--- src/rtl/lane_deserializer_pkg.sv ---
// ---------------------------------------------------------------------------
// lane_pkg : shared widths, lane index type and FIFO default for the
//            4-lane deserializer.
// Revision : 1.0 - initial release
// ---------------------------------------------------------------------------
`default_nettype none

package lane_pkg;

  localparam int LANES          = 4;
  localparam int WORD_W         = 4;
  localparam int FIFO_DEPTH_DEF = 4;

  // Index of a lane; wraps naturally mod 4.
  typedef logic [1:0] lane_idx_t;

  localparam lane_idx_t LAST_LANE = 2'd3;

  // Round-robin successor of a lane index.
  function automatic lane_idx_t lane_next(input lane_idx_t cur);
    return lane_idx_t'(cur + 2'd1);
  endfunction

endpackage

`default_nettype wire

--- src/rtl/lane_deserializer_fifo.sv ---
// ---------------------------------------------------------------------------
// word_fifo4 : synchronous word FIFO with a registered head output.
//              Push into a full FIFO and pop from an empty FIFO are ignored.
// Revision   : 1.0 - initial release
// ---------------------------------------------------------------------------
`default_nettype none

module word_fifo4
  import lane_pkg::*;
#(
  parameter int WORD_W_P   = WORD_W,
  parameter int FIFO_DEPTH = FIFO_DEPTH_DEF
) (
  input  logic                CLK,
  input  logic                RST,
  input  logic                push_i,
  input  logic [WORD_W_P-1:0] wdata_i,
  input  logic                pop_i,
  output logic                full_o,
  output logic                empty_o,
  output logic [WORD_W_P-1:0] head_o
);

  localparam int AW = (FIFO_DEPTH > 1) ? $clog2(FIFO_DEPTH) : 1;
  localparam int CW = AW + 1;

  logic [WORD_W_P-1:0] mem_q [FIFO_DEPTH];
  logic [AW-1:0]       wr_q, wr_d;
  logic [AW-1:0]       rd_q, rd_d;
  logic [CW-1:0]       count_q, count_d;
  logic [WORD_W_P-1:0] head_q, head_d;
  logic                do_push;
  logic                do_pop;

  assign full_o  = (count_q == CW'(FIFO_DEPTH));
  assign empty_o = (count_q == '0);
  assign head_o  = head_q;

  // Next pointers, occupancy and the word that will sit at the head.
  always_comb begin
    do_push = push_i && !full_o;
    do_pop  = pop_i && !empty_o;
    wr_d    = wr_q + AW'(do_push);
    rd_d    = rd_q + AW'(do_pop);
    count_d = count_q + CW'(do_push) - CW'(do_pop);
    head_d  = '0;
    if (count_d != '0) begin
      // The slot being written becomes the head only when nothing older remains.
      if (do_push && (wr_q == rd_d)) begin
        head_d = wdata_i;
      end else begin
        head_d = mem_q[rd_d];
      end
    end
  end

  // Pointer, occupancy and head registers.
  always_ff @(posedge CLK or negedge RST) begin
    if (!RST) begin
      wr_q    <= '0;
      rd_q    <= '0;
      count_q <= '0;
      head_q  <= '0;
    end else begin
      wr_q    <= wr_d;
      rd_q    <= rd_d;
      count_q <= count_d;
      head_q  <= head_d;
    end
  end

  // Storage array; cleared on reset so no stale data survives.
  always_ff @(posedge CLK or negedge RST) begin
    if (!RST) begin
      for (int i = 0; i < FIFO_DEPTH; i++) begin
        mem_q[i] <= '0;
      end
    end else if (do_push) begin
      mem_q[wr_q] <= wdata_i;
    end
  end

endmodule

`default_nettype wire

--- src/rtl/lane_deserializer.sv ---
// ---------------------------------------------------------------------------
// lane_deserializer : distributes a serial bitstream round-robin into 4 lanes,
//                     buffers completed words in a FIFO and flags runs of
//                     four consecutive ones.
// Revision          : 1.0 - initial release
// ---------------------------------------------------------------------------
`default_nettype none

module lane_deserializer
  import lane_pkg::*;
#(
  parameter int FIFO_DEPTH = FIFO_DEPTH_DEF
) (
  input  logic              CLK,
  input  logic              RST,
  input  logic              in_bit,
  input  logic              in_valid,
  output logic              in_ready,
  input  logic              sync,
  output logic [WORD_W-1:0] out_word,
  output logic              out_valid,
  input  logic              out_ready,
  output logic [1:0]        SEL,
  output logic [3:0]        last4,
  output logic              consec4
);

  lane_idx_t         sel_q, sel_d;
  logic [LANES-2:0]  lanes_q, lanes_d;
  logic [3:0]        last4_q, last4_d;
  logic              accept;
  logic              push;
  logic              fifo_full;
  logic              fifo_empty;
  logic [WORD_W-1:0] push_word;

  // Only the lane3 bit can stall, and only when it has nowhere to go.
  assign in_ready  = !sync && !((sel_q == LAST_LANE) && fifo_full);
  assign accept    = in_valid && in_ready;
  assign push      = accept && (sel_q == LAST_LANE);
  assign push_word = {in_bit, lanes_q};

  assign SEL       = sel_q;
  assign last4     = last4_q;
  assign consec4   = &last4_q;
  assign out_valid = !fifo_empty;

  // Lane counter, partial word and history update.
  always_comb begin
    sel_d   = sel_q;
    lanes_d = lanes_q;
    last4_d = last4_q;
    if (sync) begin
      sel_d   = '0;
      lanes_d = '0;
      last4_d = '0;
    end else if (accept) begin
      case (sel_q)
        2'd0:    lanes_d[0] = in_bit;
        2'd1:    lanes_d[1] = in_bit;
        2'd2:    lanes_d[2] = in_bit;
        default: lanes_d    = lanes_q;
      endcase
      sel_d   = lane_next(sel_q);
      last4_d = {last4_q[2:0], in_bit};
    end
  end

  // State registers for framing and run detection.
  always_ff @(posedge CLK or negedge RST) begin
    if (!RST) begin
      sel_q   <= '0;
      lanes_q <= '0;
      last4_q <= '0;
    end else begin
      sel_q   <= sel_d;
      lanes_q <= lanes_d;
      last4_q <= last4_d;
    end
  end

  word_fifo4 #(
    .WORD_W_P   (WORD_W),
    .FIFO_DEPTH (FIFO_DEPTH)
  ) u_fifo (
    .CLK     (CLK),
    .RST     (RST),
    .push_i  (push),
    .wdata_i (push_word),
    .pop_i   (out_ready),
    .full_o  (fifo_full),
    .empty_o (fifo_empty),
    .head_o  (out_word)
  );

endmodule

`default_nettype wire

--- config.mk ---
export PLATFORM = sky130hd
export DESIGN_NAME = lane_deserializer
export DESIGN_NICKNAME = d
export VERILOG_FILES = /design/src/rtl/lane_deserializer_pkg.sv /design/src/rtl/lane_deserializer_fifo.sv /design/src/rtl/lane_deserializer.sv
export SDC_FILE = /design/constraint.sdc
export NUM_CORES = 1
export LEC_CHECK = 0
export ABC_AREA = 1
export CORE_MARGIN = 1
export CORE_UTILIZATION = 45
export DETAILED_ROUTE_END_ITERATION = 16
export GPL_TIMING_DRIVEN = 0
export PLACE_DENSITY_LB_ADDON = 0.1
export SKIP_LAST_GASP = 1
export SLEW_MARGIN = 20
export SYNTH_ARGS = -nofsm -noshare
export SYNTH_HDL_FRONTEND = slang
export SYNTH_SLANG_ARGS = --single-unit
--- constraint.sdc ---
create_clock -name CLK -period 2.6 [get_ports CLK]
set_input_delay 0.78 -clock CLK [delete_from_list [all_inputs] [get_ports CLK]]
set_output_delay 0.78 -clock CLK [all_outputs]
set_load 0.05 [all_outputs]
### After elaboration in Yosys (flattened, before gate mapping)

Index checks and enable logic that the tools add are counted.

* add/sub/neg operators: 5
* magnitude comparators: 3
* eq/ne operators: 5
* mux-type cells: 17
* bitwise operators: 2
* reductions and logical operators: 23

Operators with widths (number)
* $mux 4: 7
* $bwmux 16: 1
* $bmux 4 s2: 1
* $demux 4 s2: 1
* $logic_and 1x1->1: 8
* $reduce_bool 2->1: 4
* $ge 3x3->1 const B: 2
* $mux 3: 2
* $not 2->3: 2
* $reduce_and 2->1: 3
* $add 2x1->2: 2
* $eq 2x2->1 const B: 2
* $logic_not 1->1: 4
* $mux 2: 2
* $reduce_and 4->1: 1
* $add 3x1->3: 1
* $eq 3x3->1 const B: 1
* $logic_not 3->1: 1
* $lt 3x1->1 const B: 1
* $mux 1: 3
* $reduce_bool 3->1: 1
* $sub 3x1->3: 1
* $add 2x1->2 const B: 1
* $eq 2x1->1 const B: 1
* 2 further kinds: 2

* register bits after elaboration: 36
* bits of input ports: 6
* output and inout port bits: 13
* word-level logic and storage cells: 68

### Longest topological paths before layout

* depth in word-level cells: 11
* depth in mapped cells: 11
* depth with buffers taken out: 11

### Hierarchy

A second synthesis with hierarchy kept.

* cells, all modules: 245
* area, all modules: 1944.4 µm²

By module, submodules not included
* word_fifo4: times used 1, cells each 183, area an instance 1437.6 µm², sequential area each 675.6 µm²
* lane_deserializer: times used 1, cells each 62, area an instance 506.7 µm², sequential area each 225.2 µm²

### Worst setup path after synthesis

Ideal clock, no wire load.

* path type: register to output
* start point: register last4_q[1], in the netlist last4[1]
* end point: output port consec4
* arrival: 2.305 ns
* required time: 1.820 ns
* path slack: -0.485 ns
* stages on the path, launching flop included: 3
* buffers on the path: 0
* cell sequence: dfrtp_1 > inv_1 > nor4_1

* cells in the longest elaborated chain, start to end: 1

Ends and longest elaborated chain
* from (decl): line lane_deserializer.sv:30 `logic [3:0] last4_q, last4_d;`
* from (signal assigned): line lane_deserializer.sv:78 `last4_q <= last4_d;`
* $reduce_and 4->1: line lane_deserializer.sv:45 `assign consec4 = &last4_q;`
* to (decl): line lane_deserializer.sv:25 `output logic consec4`

Every way passes these cells.

### Worst setup path after layout

* start point: input port sync
* end point: output port in_ready

* cells in the longest elaborated chain, start to end: 2

Ends and longest elaborated chain
* from (decl): line lane_deserializer.sv:19 `input logic sync,`
* $logic_not 1->1: line lane_deserializer.sv:38 `assign in_ready = !sync && !((sel_q == LAST_LANE) && fifo_full);`
* $logic_and 1x1->1: line lane_deserializer.sv:38
* to (decl): line lane_deserializer.sv:18 `output logic in_ready,`

Every way passes these cells.

==> impl_results.md <==
- Fill cells: 387
- Die height: 66.4 um
- Max-capacitance violation count: 0
- CTS root buf: clkbuf_8
- Worst hold margin: 0.431 ns
- Synth Cell Area: 1870 um2
- Power per cell area: 847 nW/um2
- Clock buffer count from CTS: 5
- Gp weighted congestion: 0.836
- Non-filler instance count after layout: 305
- Switching Power: 0.793 mW
- Critical path class: input port to output port
- Most frequent cells in the layout: 98 x nand2_1, 36 x dfrtp_1, 19 x inv_1
- Vias in the first global route: 1370
- Die area: 4410 um2
- First-pass GRT wire length: 6470 um
- Post-Place Cells: 297
- N_diodes: 0
- Iter 0 DRT Violations: 124
- Status: complete, no violations
- Sum of negative setup slack: 0 ns
- Area grow syn2layout: 20.8%
- RSZ-0062 raised after global routing: true
- Final Hold Viols: 0
- Fmax: 393 MHz
- Comb pwr share: 42.4%
- CP endpoint kind: output port
- Utilization after layout: 56.3%
- CP max FO: 6
- Std cell rows: 23
- Reg-to-reg slack, setup: 0.40 ns
- Yosys warnings: 0
- Final min period: 2.55 ns
- Final ANT Viol Nets: 0
- DRC: 0
- CTS tree: built
- DIE WIDTH: 66.4 um
- Largest net degree at the start of global routing: 21
- Clock Sinks: 36
- Worst-case clock buffer depth: 2
- Routed WL: 3760 um
- Critical Path RT: 1.82 ns
- Share of post-route cells with drive strength above 1: 14.9%
- Worst-Margin Slew: 0.500 ns
- Share of the synthesized area in the top cell type: 48.3%
- I/O pin count: 19
- H-tree levels: 2
- Relative slew slack: 66.6%
- Power Internal: 1.11 mW
- Nature of the critical path startpoint: input port
- Nets: 270
- Power share of the clock group: 19.4%
- Via density: 4.88
- Slew Viols, Final: 0
- Synth Net Count: 243
- Period utilization: 98.0%
- Core Region: 4000 um2
- Synth area leaders: dfrtp_1 48%, nand2_1 20%, ha_1 5.4%, inv_1 4.0%, nand3_1 3.0%
- Pre-CTS WS: -0.565 ns
- Vias: 1488
- Avg WL per Cell: 12.3 um
- Initial antenna violation count: 0
- Number of hold buffers added after CTS: 0
- Avg Cell Area, Syn: 8.18 um2
- PortBufs: 18
- Worst-path clk slew: 0.07 ns
- Worst Path Arrival: 1.77 ns
- Initial cell density of the core: 46.6%
- Hpwl dp: 2750 um
- Maximum VDD drop: 0.348 mV
- Cell taking the most area after synthesis: dfrtp_1
- Netlist cell types: 27
- Yosys reg bits: 36
- Register area share after synthesis: 48.3%
- Grt total ovfl: 0
- Synth Instances: 228
- Setup violators final: 0
- Global Route Usage Sum: 19.9%
- Sequential fraction of design power: 38.2%
- Setup slack after layout: 0.0522 ns
- P_leak: 1.18 nW
- Hold Crit Class: input port to async pin
- Clk_lat worst skew: 0.28 ns
- DRT Pass-1 Iters: 4
- Fin Clk Skew: 0.00434 ns
- Switch share: 41.6%
- Commonest non-fill, non-tap cell in the layout: nand2_1
power groups by stage:
stage	combinational (mW)	clock (mW)	sequential [mW]
2_1_floorplan	0.526	0	0.780
3_3_place_gp	0.760	0	0.738
3_5_place_dp	0.774	0	0.740
4_1_cts	0.782	0.381	0.730
5_1_grt	0.909	0.403	0.741
6_report	0.809	0.370	0.729
sequential cells by signal, summed over array words and instances, names as in the netlist:
register / count
u_fifo.head_o: 4
u_fifo.wr_q: 2
last4: 4
lanes_q: 3
u_fifo.mem_q: 16
u_fifo.rd_q: 2
SEL: 2
u_fifo.count_q: 3
repair_timing:
item / CTS / global route
buffers inserted: 0 / 1
setup endpoints to repair: 5 / 6
cloned: 0 / 0
pin swaps: 0 / 7
endpoints found under the hold margin: 0 / 0
resized for setup: 8 / 7
cells in the mapped netlist:
master / instances
a21boi_0: 1
xnor2_1: 1
o21ai_0: 6
inv_2: 3
o21ai_1: 2
o22ai_1: 4
nor4_1: 1
buf_2: 1
nor2_2: 4
ha_1: 8
fa_1: 1
inv_1: 20
o21a_1: 3
dfrtp_1: 36
nand2_4: 2
nand2_2: 2
nand3_1: 11
or2_2: 3
xor2_1: 1
nor3_2: 4
nand3_2: 1
buf_4: 1
nand2_1: 98
nand4_4: 1
inv_4: 1
nor2_1: 11
or2_1: 1
worst max-delay path, cell delays in order:
cell,delay (ns)
clkdlybuf4s50_1,0.47
inv_4,0.14
nand2_1,0.10
inv_2,0.08
buf_4,0.19
stage by stage:
step / total power, mW / instance area [um2]
floorplan: 1.31 / 1870
global placement: 1.50 / 2110
detailed placement: 1.51 / 2140
CTS: 1.89 / 2220
global route: 2.05 / 2250
finish: 1.91 / 2250
cell families (layout without fill, tap and decap cells):
group	after synthesis	in the layout	share of synthesized area (%)
simple gates	139	139	33.6
flops	36	36	48.3
buf+inv	26	53	5.63
compound gates	16	16	5.10
fa+ha+maj	9	9	6.44
xor+xnor	2	2	0.939
cell type report:
cell class | count | area [um2] | share of cell area (%)
Buffer | 2 | 12.5 | 0.555
Clock buffer | 6 | 72.6 | 3.22
Clock inverter | 1 | 5.00 | 0.222
Inverter | 24 | 97.6 | 4.33
Multi-Input combinational cell | 166 | 892 | 39.6
Sequential cell | 36 | 901 | 40.0
Tap cell | 50 | 62.6 | 2.78
Timing Repair Buffer | 20 | 210 | 9.33
per-layer routing:
| layer | vias to the layer above | track usage [%] | wire length [um] |
|---|---|---|---|
| li1 | 765 | - | - |
| met1 | 696 | 28.4 | 1900 |
| met2 | 19 | 29.0 | 1690 |
| met3 | 8 | 3.62 | 90 |
| met4 | 0 | 9.31 | 76 |
| met5 | - | 0 | 0 |
final timing paths:
kind | depth (start not counted) | endpoint | from
min in group CLK | 2 | u_fifo.mem_q[6] | u_fifo.mem_q[6]
worst min-delay path | 1 | u_fifo.mem_q[3] | RST
worst max-delay path | 5 | in_ready | sync
worst min register to register | 2 | u_fifo.mem_q[6] | u_fifo.mem_q[6]
worst max register to register | 10 | u_fifo.head_o[3] | u_fifo.count_q[1]
max in group asynchronous | 2 | lanes_q[1] | RST
Note: power is estimated with default switching activity, not from simulation.
